### src/rtl/nbit_cmp_serial.sv
// Multi-cycle signed/unsigned magnitude comparator.
// Scans the captured operands one D-bit digit per cycle, MSB first. It stops on the
// first digit that differs, or after the last digit when the operands are equal.
// Signed compares invert both MSBs at capture (offset-binary), so the scan is always unsigned.
module nbit_cmp_serial #(
  parameter int unsigned N = 32,
  parameter int unsigned D = 4
) (
  input  logic         clk,
  input  logic         rst,
  input  logic         start,
  input  logic [N-1:0] a,
  input  logic [N-1:0] b,
  input  logic         signed_mode,
  input  logic [1:0]   op,
  output logic         busy,
  output logic         done,
  output logic         result,
  output logic         lt,
  output logic         eq,
  output logic         gt
);

  localparam int unsigned NDig = N / D;
  localparam int unsigned KW   = (NDig > 1) ? $clog2(NDig) : 1;
  localparam logic [KW-1:0] KTop = KW'(NDig - 1);

  typedef enum logic [0:0] {StIdle, StScan} state_e;

  state_e        state_q, state_d;
  logic [KW-1:0] k_q, k_d;
  logic [N-1:0]  a_q, a_d, b_q, b_d;
  logic [1:0]    op_q, op_d;
  logic          done_q, done_d;
  logic          result_q, result_d;
  logic          lt_q, lt_d, eq_q, eq_d, gt_q, gt_d;

  logic [N-1:0]  a_shift, b_shift;
  logic [D-1:0]  a_dig, b_dig;

  // Map the decided relation onto the captured result op.
  function automatic logic sel_result(input logic [1:0] o, input logic l, input logic e);
    logic r;
    unique case (o)
      2'b00:   r = l;
      2'b01:   r = l | e;
      2'b10:   r = e;
      default: r = ~e;
    endcase
    return r;
  endfunction

  // Extract digit k of both captured operands.
  always_comb begin
    a_shift = a_q >> (int'(k_q) * int'(D));
    b_shift = b_q >> (int'(k_q) * int'(D));
    a_dig   = a_shift[D-1:0];
    b_dig   = b_shift[D-1:0];
  end

  // Next-state logic: capture on start, scan one digit per cycle, decide and return to idle.
  always_comb begin
    state_d  = state_q;
    k_d      = k_q;
    a_d      = a_q;
    b_d      = b_q;
    op_d     = op_q;
    done_d   = 1'b0;
    result_d = result_q;
    lt_d     = lt_q;
    eq_d     = eq_q;
    gt_d     = gt_q;
    unique case (state_q)
      StIdle: begin
        if (start) begin
          a_d        = a;
          b_d        = b;
          // Flipping both MSBs turns a two's-complement order into an unsigned one.
          a_d[N-1]   = a[N-1] ^ signed_mode;
          b_d[N-1]   = b[N-1] ^ signed_mode;
          op_d       = op;
          k_d        = KTop;
          state_d    = StScan;
        end
      end
      StScan: begin
        if (a_dig != b_dig) begin
          lt_d     = (a_dig < b_dig);
          gt_d     = (a_dig > b_dig);
          eq_d     = 1'b0;
          result_d = sel_result(op_q, a_dig < b_dig, 1'b0);
          done_d   = 1'b1;
          state_d  = StIdle;
        end else if (k_q == '0) begin
          lt_d     = 1'b0;
          gt_d     = 1'b0;
          eq_d     = 1'b1;
          result_d = sel_result(op_q, 1'b0, 1'b1);
          done_d   = 1'b1;
          state_d  = StIdle;
        end else begin
          k_d = k_q - 1'b1;
        end
      end
      default: state_d = StIdle;
    endcase
  end

  // State and output registers with synchronous reset.
  always_ff @(posedge clk) begin
    if (rst) begin
      state_q  <= StIdle;
      k_q      <= '0;
      a_q      <= '0;
      b_q      <= '0;
      op_q     <= '0;
      done_q   <= 1'b0;
      result_q <= 1'b0;
      lt_q     <= 1'b0;
      eq_q     <= 1'b0;
      gt_q     <= 1'b0;
    end else begin
      state_q  <= state_d;
      k_q      <= k_d;
      a_q      <= a_d;
      b_q      <= b_d;
      op_q     <= op_d;
      done_q   <= done_d;
      result_q <= result_d;
      lt_q     <= lt_d;
      eq_q     <= eq_d;
      gt_q     <= gt_d;
    end
  end

  assign busy   = (state_q == StScan);
  assign done   = done_q;
  assign result = result_q;
  assign lt     = lt_q;
  assign eq     = eq_q;
  assign gt     = gt_q;

endmodule

### config.mk
export PLATFORM = sky130hd
export DESIGN_NAME = nbit_cmp_serial
export DESIGN_NICKNAME = d
export VERILOG_FILES = /design/src/rtl/nbit_cmp_serial.sv
export SDC_FILE = /design/constraint.sdc
export NUM_CORES = 1
export LEC_CHECK = 0
export ABC_AREA = 1
export CAP_MARGIN = 20
export CORE_ASPECT_RATIO = 0.9
export CORE_MARGIN = 3
export CORE_UTILIZATION = 40
export DETAILED_ROUTE_END_ITERATION = 7
export PLACE_DENSITY_LB_ADDON = 0.15
export SYNTH_ARGS = -nofsm -noshare
export SYNTH_HDL_FRONTEND = slang
export SYNTH_SLANG_ARGS = --single-unit
### constraint.sdc
create_clock -name clk -period 2.6 [get_ports clk]
set_input_delay 0.39 -clock clk [delete_from_list [all_inputs] [get_ports clk]]
set_output_delay 0.39 -clock clk [all_outputs]
set_load 0.01 [all_outputs]
==> metrics.txt, run 1 <==
outcome=completed; CTS Buf Count=9; max incr delay on CP=~0.33 ns; Post-Syn Area=approximately 3600 um2; worst min-delay path category=flop to flop; Finished Core Util=a little over half; worst-path cell chain=inv_2 -> buf_4 -> o21ai_0 -> o22ai_1 -> o21ai_1 -> ha_1 -> nand2_1 -> nor2_4 -> nand3_1 -> nand2_4 -> clkinv_4 -> nand2_1 -> a21oi_2; Logic pwr share=between 20% and 30%; Die X=approximately 110 um; clock-pin slew on the worst setup and hold paths=about 0.070 ns; DRT Pass-1 Iters=4; DPL Wire Length=approximately 6000 um; Post-Place Setup Slack=0.335 ns; post-synthesis net count=545; initial antenna violation count=0; vias in the first global route=between 3000 and 4000; slew margin rel.=49.0%; Clk network pwr share=34.4%; Root Buffer=clkbuf_8; # rows=32; post-synthesis register bit count=between 70 and 80; Final period util=88.6%; CP Capture Type=flop; Vias=around 3200; Hold Buf Count CTS=0; Max Root-Sink Buffers=2; n_diodes=0; # Post-CTS Setup Buffers=0; Routed WL=8560 um; Power Dens Cells=between 600 and 700 nW/um2; Slew @ Worst Pin=around 0.77 ns; Core Area=approximately 8600 um2; syn avg cell area=roughly 7.7 um2; number of synthesis warnings=0; TritonCTS clock tree=yes; Internal=2.24 mW; P_sw=between 0.8 and 0.9 mW; max cap viols=0; grt total ovfl=0; top post-synthesis cells by area=dfxtp_1, nor2_1, nor2_2; Vias/cell=4.86; met2 routed WL=~3600 um; area delta synth->final=28.5%; # fillers=870; most common cell after layout, fill and taps aside=nor2_1; Final Net Count=609; sequential cell area fraction in the yosys report=a little over two fifths; Fin. Hold Viols=0; gpl congestion=0.855; CP arrival=between 2 and 3 ns; Critical Path RT=2.82 ns; slowest CP cell=dfxtp_1; fin crit period=2.30 ns; Mapped Cells=between 400 and 500; worst vdd ir=0.400 mV; Sink Count=75; first-pass GRT wire length=between 10000 and 15000 um; final setup vio count=0; register share of total power=a little over two fifths; uppermost routed layer=met4; Worst Path Max Fanout=13; post-CTS sizing=0; CP top delay family=simple AND/OR/NAND/NOR gates; commonest non-fill, non-tap cells in the layout=nor2_1, dfxtp_1, clkdlybuf4s50_1; die height=between 90 and 100 um; die area=10200 um2; switch share=between 20% and 30%; Iter 0 DRT Violations=169; storage element area=1500 um2; Fmax=between 400 and 500 MHz; Multi-input gate area=approximately 1800 um2; wl on met1=4380 um; most frequent CP cell=nand2_1; max-slew violation count=0; total track usage=about 18%; final setup margin=between 0.2 and 0.3 ns; static leakage=1.81 nW; met3 wire len=about 480 um; Synth area leader=dfxtp_1; post-synth cell types=26; CP Class=flop to flop; H-tree depth=3; Initial Utilization=between 40% and 50%; CP bufs+invs=3; startpoint types=flop; layout cell share with drive strength beyond 1=between 20 and 25%; detailed-route DRC error count=0; I/O Pins=76; Final TNS setup=0 ns; input/output buffers=75; post-synth top area share=41.7%; DRT antenna net count=0; Clk Latency, worst-skew pair=0.34 ns; final setup skew=about 0.0066 ns; wire per inst=~13 um; RSZ-0062 raised after global routing=no; largest net degree at the start of global routing=67
## through the flow
stage	power (mW)	hold WS [ns]	cell area (um2)	std cells
global placement	2.06	0.451	4390	641
global route	3.31	0.513	4630	657
CTS	3.14	0.477	4630	657
detailed placement	2.07	0.461	4390	641
floorplan	1.84	0.450	3600	469
finish	3.12	0.477	4630	657
## cell usage after synthesis
cell type	n
buf_4	1
dfxtp_1	75
clkbuf_1	5
buf_6	5
or2_1	1
nand3_1	3
o21ai_0	38
a21oi_2	6
a21oi_1	6
buf_2	17
clkinv_4	1
nand2_4	2
buf_8	4
xnor2_1	2
nor2_1	116
o211ai_1	5
nor2_2	48
nand4_1	2
o21ai_1	47
o21ai_2	20
o22ai_1	12
nand2_1	34
inv_1	6
nor2_4	1
ha_1	6
inv_2	6
## layout make-up
| class | instances | area share, % |
|---|---|---|
| tap | 119 | 3.22 |
| clock inverter | 5 | 2.16 |
| timing repair buffer | 85 | 18.7 |
| inverter | 13 | 1.16 |
| sequential | 75 | 32.4 |
| clock buffer | 11 | 3.05 |
| multi-input combinational | 349 | 39.3 |
## flip-flops by register name, indices dropped and copies added, names as in the netlist
| name | flops |
|---|---|
| busy | 1 |
| done | 1 |
| eq | 1 |
| op_q | 2 |
| result | 1 |
| k_q | 3 |
| b_q | 32 |
| a_q | 32 |
| lt | 1 |
| gt | 1 |
## logic make-up after synthesis
group	after synthesis	synth area share, %
AOI/OAI and AO/OA	134	22.1
xor gates and xnor gates	2	0.486
adders and majority gates	6	2.08
buffers and inverters	45	7.82
DFF	75	41.7
and+or+nand+nor	207	25.8
## metal layers
metal | vias to the layer above | track usage (%)
met5 | - | 0
met4 | 0 | 4.85
met3 | 6 | 4.76
met2 | 76 | 26.8
met1 | 1444 | 24.6
li1 | 1670 | -
## tightest hold or removal path: stages, from the launching register on
cell and delay, ns:
dfxtp_1 0.32, nand2_1 0.06, a21oi_1 0.05
## path summary, 6_finish.rpt
kind / startpoint / to / slack, ns / depth (start not counted)
min reg2reg: lt / lt / 0.48 / 2
min: lt / lt / 0.48 / 2
max reg2reg: k_q[0] / k_q[2] / 0.30 / 13
max: k_q[0] / k_q[2] / 0.30 / 13
## power groups by stage
stage,combinational (mW),sequential (mW),clock (mW)
3_3_place_gp,0.709,1.35,0
2_1_floorplan,0.512,1.33,0
3_5_place_dp,0.724,1.35,0
5_1_grt,0.821,1.34,1.15
4_1_cts,0.728,1.32,1.09
6_report,0.724,1.32,1.07
Note: power is estimated with default switching activity, not from simulation.
==> run 2, diff against run 1 <==
--- a/config.mk
+++ b/config.mk
@@ -6,9 +6,9 @@
 export NUM_CORES = 1
 export LEC_CHECK = 0
 export ABC_AREA = 1
+export ABC_CLOCK_PERIOD_IN_PS = 2800
 export CAP_MARGIN = 20
 export CORE_ASPECT_RATIO = 0.9
-export CORE_MARGIN = 3
 export CORE_UTILIZATION = 40
 export DETAILED_ROUTE_END_ITERATION = 7
 export PLACE_DENSITY_LB_ADDON = 0.15
==> constraint.sdc (replaced) <==
create_clock -name clk -period 2.8 [get_ports clk]
set_input_delay 0.42 -clock clk [delete_from_list [all_inputs] [get_ports clk]]
set_output_delay 0.42 -clock clk [all_outputs]
set_load 0.01 [all_outputs]
==> run 2 against run 1 <==
  * Design area decreased by 2.8%
  * Clock skew increased by 0.0061 ns
  * Critical path depth decreased by 1
  * Sequential power decreased by 7%
  * Clock-buffer cell count decreased by 1
  * Power decreased by 18%
  * Non-clock buffer count decreased by 3
  * Sequential cell count unchanged
  * Worst setup slack improved by 0.16 ns
  * Sequential share of layout area increased by 0.93 points
  * Die area decreased by 7.8%
  * Largest power group unchanged
==> metrics.txt, run 2 (synthesis results as in run 1) <==
outcome=completed (unchanged); detailed-route DRC error count=0 (unchanged); Initial Utilization=41.7% (unchanged); area delta synth->final=24.9% (was 28.5%); WHS=0.468 ns (was 0.477 ns); grt total ovfl=0 (unchanged); Final period util=83.5% (was 88.6%); TritonCTS clock tree=yes (unchanged); worst min-delay path category=flop to flop (unchanged); most common cell after layout, fill and taps aside=nor2_1 (unchanged); max cap viols=0 (unchanged); Slew @ Worst Pin=0.742 ns (was 0.765 ns); Max Root-Sink Buffers=2 (unchanged); worst vdd ir=0.271 mV (was 0.400 mV); CP Capture Type=flop (unchanged); Critical Path RT=3.04 ns (was 2.82 ns); Regs by FF count=a_q: 32 flops, b_q: 32 flops, k_q: 3 flops (unchanged); startpoint types=flop (unchanged); DPL Wire Length=5830 um (was 6140 um); max-slew violation count=0 (unchanged); Fmax=428 MHz (was 434 MHz); wire per inst=12.9 um (was 13.0 um); Clk Latency, worst-skew pair=0.35 ns (was 0.34 ns); gpl congestion=0.834 (was 0.855); Hold Buf Count CTS=0 (unchanged); initial antenna violation count=0 (unchanged); layout cell share with drive strength beyond 1=19.5% (was 20.3%); RSZ-0062 raised after global routing=no (unchanged); Sink Count=75 (unchanged); total track usage=18.8% (was 17.6%); clock-pin slew on the worst setup and hold paths=0.08 ns (was 0.07 ns); CTS Buf Count=9 (unchanged); power consumption=2.57 mW (was 3.12 mW); commonest non-fill, non-tap cells in the layout=nor2_1, dfxtp_1, clkdlybuf4s50_1 (unchanged); static leakage=1.75 nW (was 1.81 nW); first-pass GRT wire length=13700 um (was 14400 um); most frequent CP cell=nand2_1 (unchanged); DRT antenna net count=0 (unchanged); Routed WL=8400 um (was 8560 um); # Post-CTS Setup Buffers=0 (unchanged); max incr delay on CP=0.41 ns (was 0.33 ns); slowest CP cell=inv_2 (was dfxtp_1); CP arrival=2.58 ns (was 2.52 ns); register-to-register setup slack=0.46 ns (was 0.30 ns); largest net degree at the start of global routing=67 (unchanged); worst-path cell chain=inv_2 -> o21ai_0 -> o22ai_1 -> o21ai_1 -> ha_1 -> nand2_1 -> nor2_4 -> nand3_1 -> nand2_4 -> clkinv_4 -> nand2_1 -> a21oi_2 (was inv_2 -> buf_4 -> o21ai_0 -> o22ai_1 -> o21ai_1 -> ha_1 -> nand2_1 -> nor2_4 -> nand3_1 -> nand2_4 -> clkinv_4 -> nand2_1 -> a21oi_2); vias in the first global route=2887 (was 3039); H-tree depth=3 (unchanged); Power Dens Cells=571 nW/um2 (was 674 nW/um2); Vias=3142 (was 3196); Worst Path Max Fanout=34 (was 13); post-CTS sizing=0 (unchanged); Hold Crit Start=gt (was lt); Fin. Hold Viols=0 (unchanged); final setup vio count=0 (unchanged); I/O Pins=76 (unchanged); # rows=32 (unchanged); Root Buffer=clkbuf_8 (unchanged); Vias/cell=4.82 (was 4.86); fin crit period=2.34 ns (was 2.30 ns); n_diodes=0 (unchanged); CP Class=flop to flop (unchanged); die height=92.0 um (was 96.0 um); final setup margin=0.462 ns (was 0.297 ns); slew margin rel.=50.5% (was 49.0%); Core Area=8650 um2 (unchanged); DRT Pass-1 Iters=7 (was 4); Iter 0 DRT Violations=122 (was 169); CP startpoint=k_q[0] (unchanged); Die X=102 um (was 106 um); RR Startpoint=k_q[0] (unchanged); input/output buffers=75 (unchanged); die area=9390 um2 (was 10200 um2); Post-Place Setup Slack=0.479 ns (was 0.335 ns); final setup skew=0.0127 ns (was 0.00655 ns); Final Net Count=606 (was 609); Final TNS setup=0 ns (unchanged)
[run 2: changes by cell type in the layout (fill, tap and decap cells not counted), sizes merged]
| cell | delta |
|---|---|
| buf | -3 |
| clkbuf | -1 |
| bufinv | -3 |
| clkinv | +2 |
[run 2: critical path, delay by kind of cell (launching register included)]
kind / cells / cell delay [ns]
buf+inv: 2 / 0.48
compound gates: 4 / 0.45
fa+ha+maj: 1 / 0.34
simple gates: 5 / 0.61
flops: 1 / 0.32
[run 2: final cells by class]
cell class / count / area, um2
Fill cell: 874 / 4150
Multi-Input combinational cell: 349 / 1820
Sequential cell: 75 / 1500
Timing Repair Buffer: 82 / 828
Tap cell: 119 / 149
Clock buffer: 10 / 128
Inverter: 13 / 53.8
Clock inverter: 4 / 20.0
[run 2: path summary, 6_finish.rpt]
check / to / cells past startpoint
setup / recovery: k_q[2] / 12
hold / removal: gt / 2
setup reg to reg: k_q[2] / 12
hold reg to reg: gt / 2
[run 2: power by group]
part | switching (mW) | leakage [nW] | total, mW | internal, mW
clock network | 0.367 | 0.0815 | 0.673 | 0.306
registers | 0.0703 | 0.622 | 1.23 | 1.16
logic | 0.367 | 1.05 | 0.665 | 0.298
[run 2: per-layer routing]
layer  part of all wire, %  track usage, %  wire [um]  vias to the layer above
met5                     0               0          0                        -
met4                   1.4            5.95        119                        0
met3                   5.7            4.34        483                       12
met2                    43            28.0       3590                       84
met1                    50            26.6       4210                     1382
li1                      -               -          -                     1664
[run 2: metrics by stage]
step / util, % / std cells / area, um2
after floorplan: - / 469 / 3600
after global placement: 50.3 / 638 / 4350
after detailed placement: 50.3 / 638 / 4350
after CTS: 52.0 / 652 / 4500
after global routing: 52.0 / 652 / 4500
final: 52.0 / 652 / 4500
==> run 3, diff against run 2 <==
--- a/config.mk
+++ b/config.mk
@@ -6,7 +6,7 @@
 export NUM_CORES = 1
 export LEC_CHECK = 0
 export ABC_AREA = 1
-export ABC_CLOCK_PERIOD_IN_PS = 2800
+export ABC_CLOCK_PERIOD_IN_PS = 2100
 export CAP_MARGIN = 20
 export CORE_ASPECT_RATIO = 0.9
 export CORE_UTILIZATION = 40
==> constraint.sdc (replaced) <==
create_clock -name clk -period 2.1 [get_ports clk]
set_input_delay 0.315 -clock clk [delete_from_list [all_inputs] [get_ports clk]]
set_output_delay 0.315 -clock clk [all_outputs]
set_load 0.01 [all_outputs]
==> run 3 against run 2 <==
  * Sequential power rose by 34%
  * Power up 49%
  * Critical path depth is 3 higher
  * Combinational power up 53%
  * Clock power grew 74%
  * First-iteration DRC count is 31% higher
  * Final cell count up 2.8%
  * Via count up 2.5%
  * Highest routed layer unchanged
==> metrics.txt, run 3 (synthesis results as in run 1) <==
slew margin rel.=72.9% (was 50.5%); hold path depth=2 (unchanged); Hold Buf Count CTS=0 (unchanged); CP Class=flop to flop (unchanged); worst min-delay path category=flop to flop (unchanged); die area=9390 um2 (unchanged); gpl congestion=0.819 (was 0.834); Sink Count=75 (unchanged); DRT antenna net count=0 (unchanged); largest net degree at the start of global routing=49 (was 67); Slew @ Worst Pin=0.406 ns (was 0.742 ns); most common cell after layout, fill and taps aside=nor2_1 (unchanged); final setup vio count=0 (unchanged); input/output buffers=75 (unchanged); Vias/cell=4.80 (was 4.82); CP arrival=2.33 ns (was 2.58 ns); Final Net Count=622 (was 606); Iter 0 DRT Violations=160 (was 122); CTS Buf Count=9 (unchanged); H-tree depth=3 (unchanged); grt total ovfl=0 (unchanged); max cap viols=0 (unchanged); Regs by FF count=a_q: 32 flops, b_q: 32 flops, k_q: 3 flops (unchanged); CP Capture Type=flop (unchanged); Internal=2.68 mW (was 1.76 mW); Fin. Hold Viols=0 (unchanged); worst vdd ir=0.564 mV (was 0.271 mV); area delta synth->final=33.6% (was 24.9%); Final TNS setup=0 ns (unchanged); P_sw=1.16 mW (was 0.805 mW); worst-path cell chain=buf_8 -> buf_8 -> nand2_2 -> o211ai_1 -> o211ai_1 -> o21ai_1 -> ha_1 -> nand2_2 -> nor2_4 -> buf_6 -> nand2_2 -> nand2_1 -> nand2_1 -> nand2_1 -> a21oi_2 (was inv_2 -> o21ai_0 -> o22ai_1 -> o21ai_1 -> ha_1 -> nand2_1 -> nor2_4 -> nand3_1 -> nand2_4 -> clkinv_4 -> nand2_1 -> a21oi_2); Worst Path Max Fanout=7 (was 34); initial antenna violation count=0 (unchanged); Critical Path RT=2.35 ns (was 3.04 ns); detailed-route DRC error count=0 (unchanged); n_diodes=0 (unchanged); wl on met1=4650 um (was 4210 um); TritonCTS clock tree=yes (unchanged); wire per inst=13.1 um (was 12.9 um); commonest non-fill, non-tap cells in the layout=nor2_1, clkdlybuf4s50_1, dfxtp_1 (was nor2_1, dfxtp_1, clkdlybuf4s50_1); max incr delay on CP=0.37 ns (was 0.41 ns); # rows=32 (unchanged); outcome=completed (unchanged); power consumption=3.83 mW (was 2.57 mW); fin crit period=2.07 ns (was 2.34 ns); RSZ-0062 raised after global routing=yes (was no); clock-pin slew on the worst setup and hold paths=0.08 ns (about the same); Routed WL=8770 um (was 8400 um); register share of total power=43.0% (was 47.9%); slowest CP cell=dfxtp_4 (was inv_2); DRT Pass-1 Iters=4 (was 7); Die X=102 um (unchanged); layout cell share with drive strength beyond 1=24.5% (was 19.5%); max-slew violation count=0 (unchanged); startpoint types=flop (unchanged); met2 routed WL=3660 um (was 3590 um); Core Area=8650 um2 (unchanged); met3 wire len=371 um (was 483 um); Clk network pwr share=30.5% (was 26.2%); Initial Utilization=41.7% (unchanged); Power Dens Cells=797 nW/um2 (was 571 nW/um2); static leakage=1.89 nW (was 1.75 nW); Root Buffer=clkbuf_8 (unchanged); cells on worst reg2reg path=15 (was 12); switch share=30.2% (was 31.3%); Vias=3219 (was 3142); Clk Latency, worst-skew pair=0.36 ns (was 0.35 ns); first-pass GRT wire length=14000 um (was 13700 um); die height=92.0 um (unchanged); Final period util=98.8% (was 83.5%); Fmax=482 MHz (was 428 MHz); final setup skew=0.00657 ns (was 0.0127 ns); total track usage=19.2% (was 18.8%); Logic pwr share=26.5% (was 25.9%); DPL Wire Length=6140 um (was 5830 um); uppermost routed layer=met4 (unchanged); Max Root-Sink Buffers=2 (unchanged); I/O Pins=76 (unchanged); vias in the first global route=2974 (was 2887)
## run 3: timing repair
item                       in CTS  in global routing
pin swaps                       0                 16
setup buffers                   0                  5
gates resized for setup         0                 31
cloned                          0                  1
setup endpoints to repair       1                  9
## run 3: layer usage
layer | track usage, % | up-vias
met2 | 27.6 | 72
met1 | 28.1 | 1441
met4 | 5.36 | 0
met3 | 4.88 | 9
li1 | - | 1697
met5 | 0 | -
## run 3: area by class of cell
class / count / area (um2)
fillers: 865 / 3840
multi-input cells: 349 / 1860
flip-flops and latches: 75 / 1510
repair buffers: 98 / 1030
clock buffers: 12 / 165
well taps: 119 / 149
inverters: 13 / 56.3
clock inverters: 4 / 47.5
## run 3: power groups by stage
stage / logic, mW / registers [mW] / clock network, mW
after global placement: 0.902 / 1.67 / 0
after CTS: 0.925 / 1.64 / 1.19
after floorplan: 0.634 / 1.64 / 0
after global routing: 1.13 / 1.66 / 1.25
final: 1.02 / 1.65 / 1.17
after detailed placement: 0.920 / 1.67 / 0
## run 3: through the flow
step | std cells | hold slack (ns) | utilization [%] | worst slack [ns] | area, um2
after floorplan | 469 | 0.377 | - | 0.124 | 3600
after global placement | 648 | 0.461 | 51.5 | 0.0774 | 4450
after detailed placement | 648 | 0.466 | 51.5 | 0.0108 | 4450
after CTS | 664 | 0.487 | 53.9 | -0.0000699 | 4660
after global routing | 670 | 0.511 | 55.6 | -0.0971 | 4810
final | 670 | 0.485 | 55.6 | 0.0250 | 4810
## run 3: worst max-delay path, delay by kind of cell (launching register included)
| kind | cells | cell delay [ns] |
|---|---|---|
| and+or+nand+nor | 7 | 0.53 |
| buffers and inverters | 3 | 0.39 |
| AOI/OAI and AO/OA | 4 | 0.32 |
| DFF | 1 | 0.37 |
| adders and majority gates | 1 | 0.35 |
## run 3: final timing paths
check | start | endpoint | slack (ns)
hold / removal | a_q[8] | a_q[8] | 0.48
setup / recovery | k_q[0] | result | 0.03
hold reg to reg | a_q[8] | a_q[8] | 0.48
setup reg to reg | k_q[0] | result | 0.03
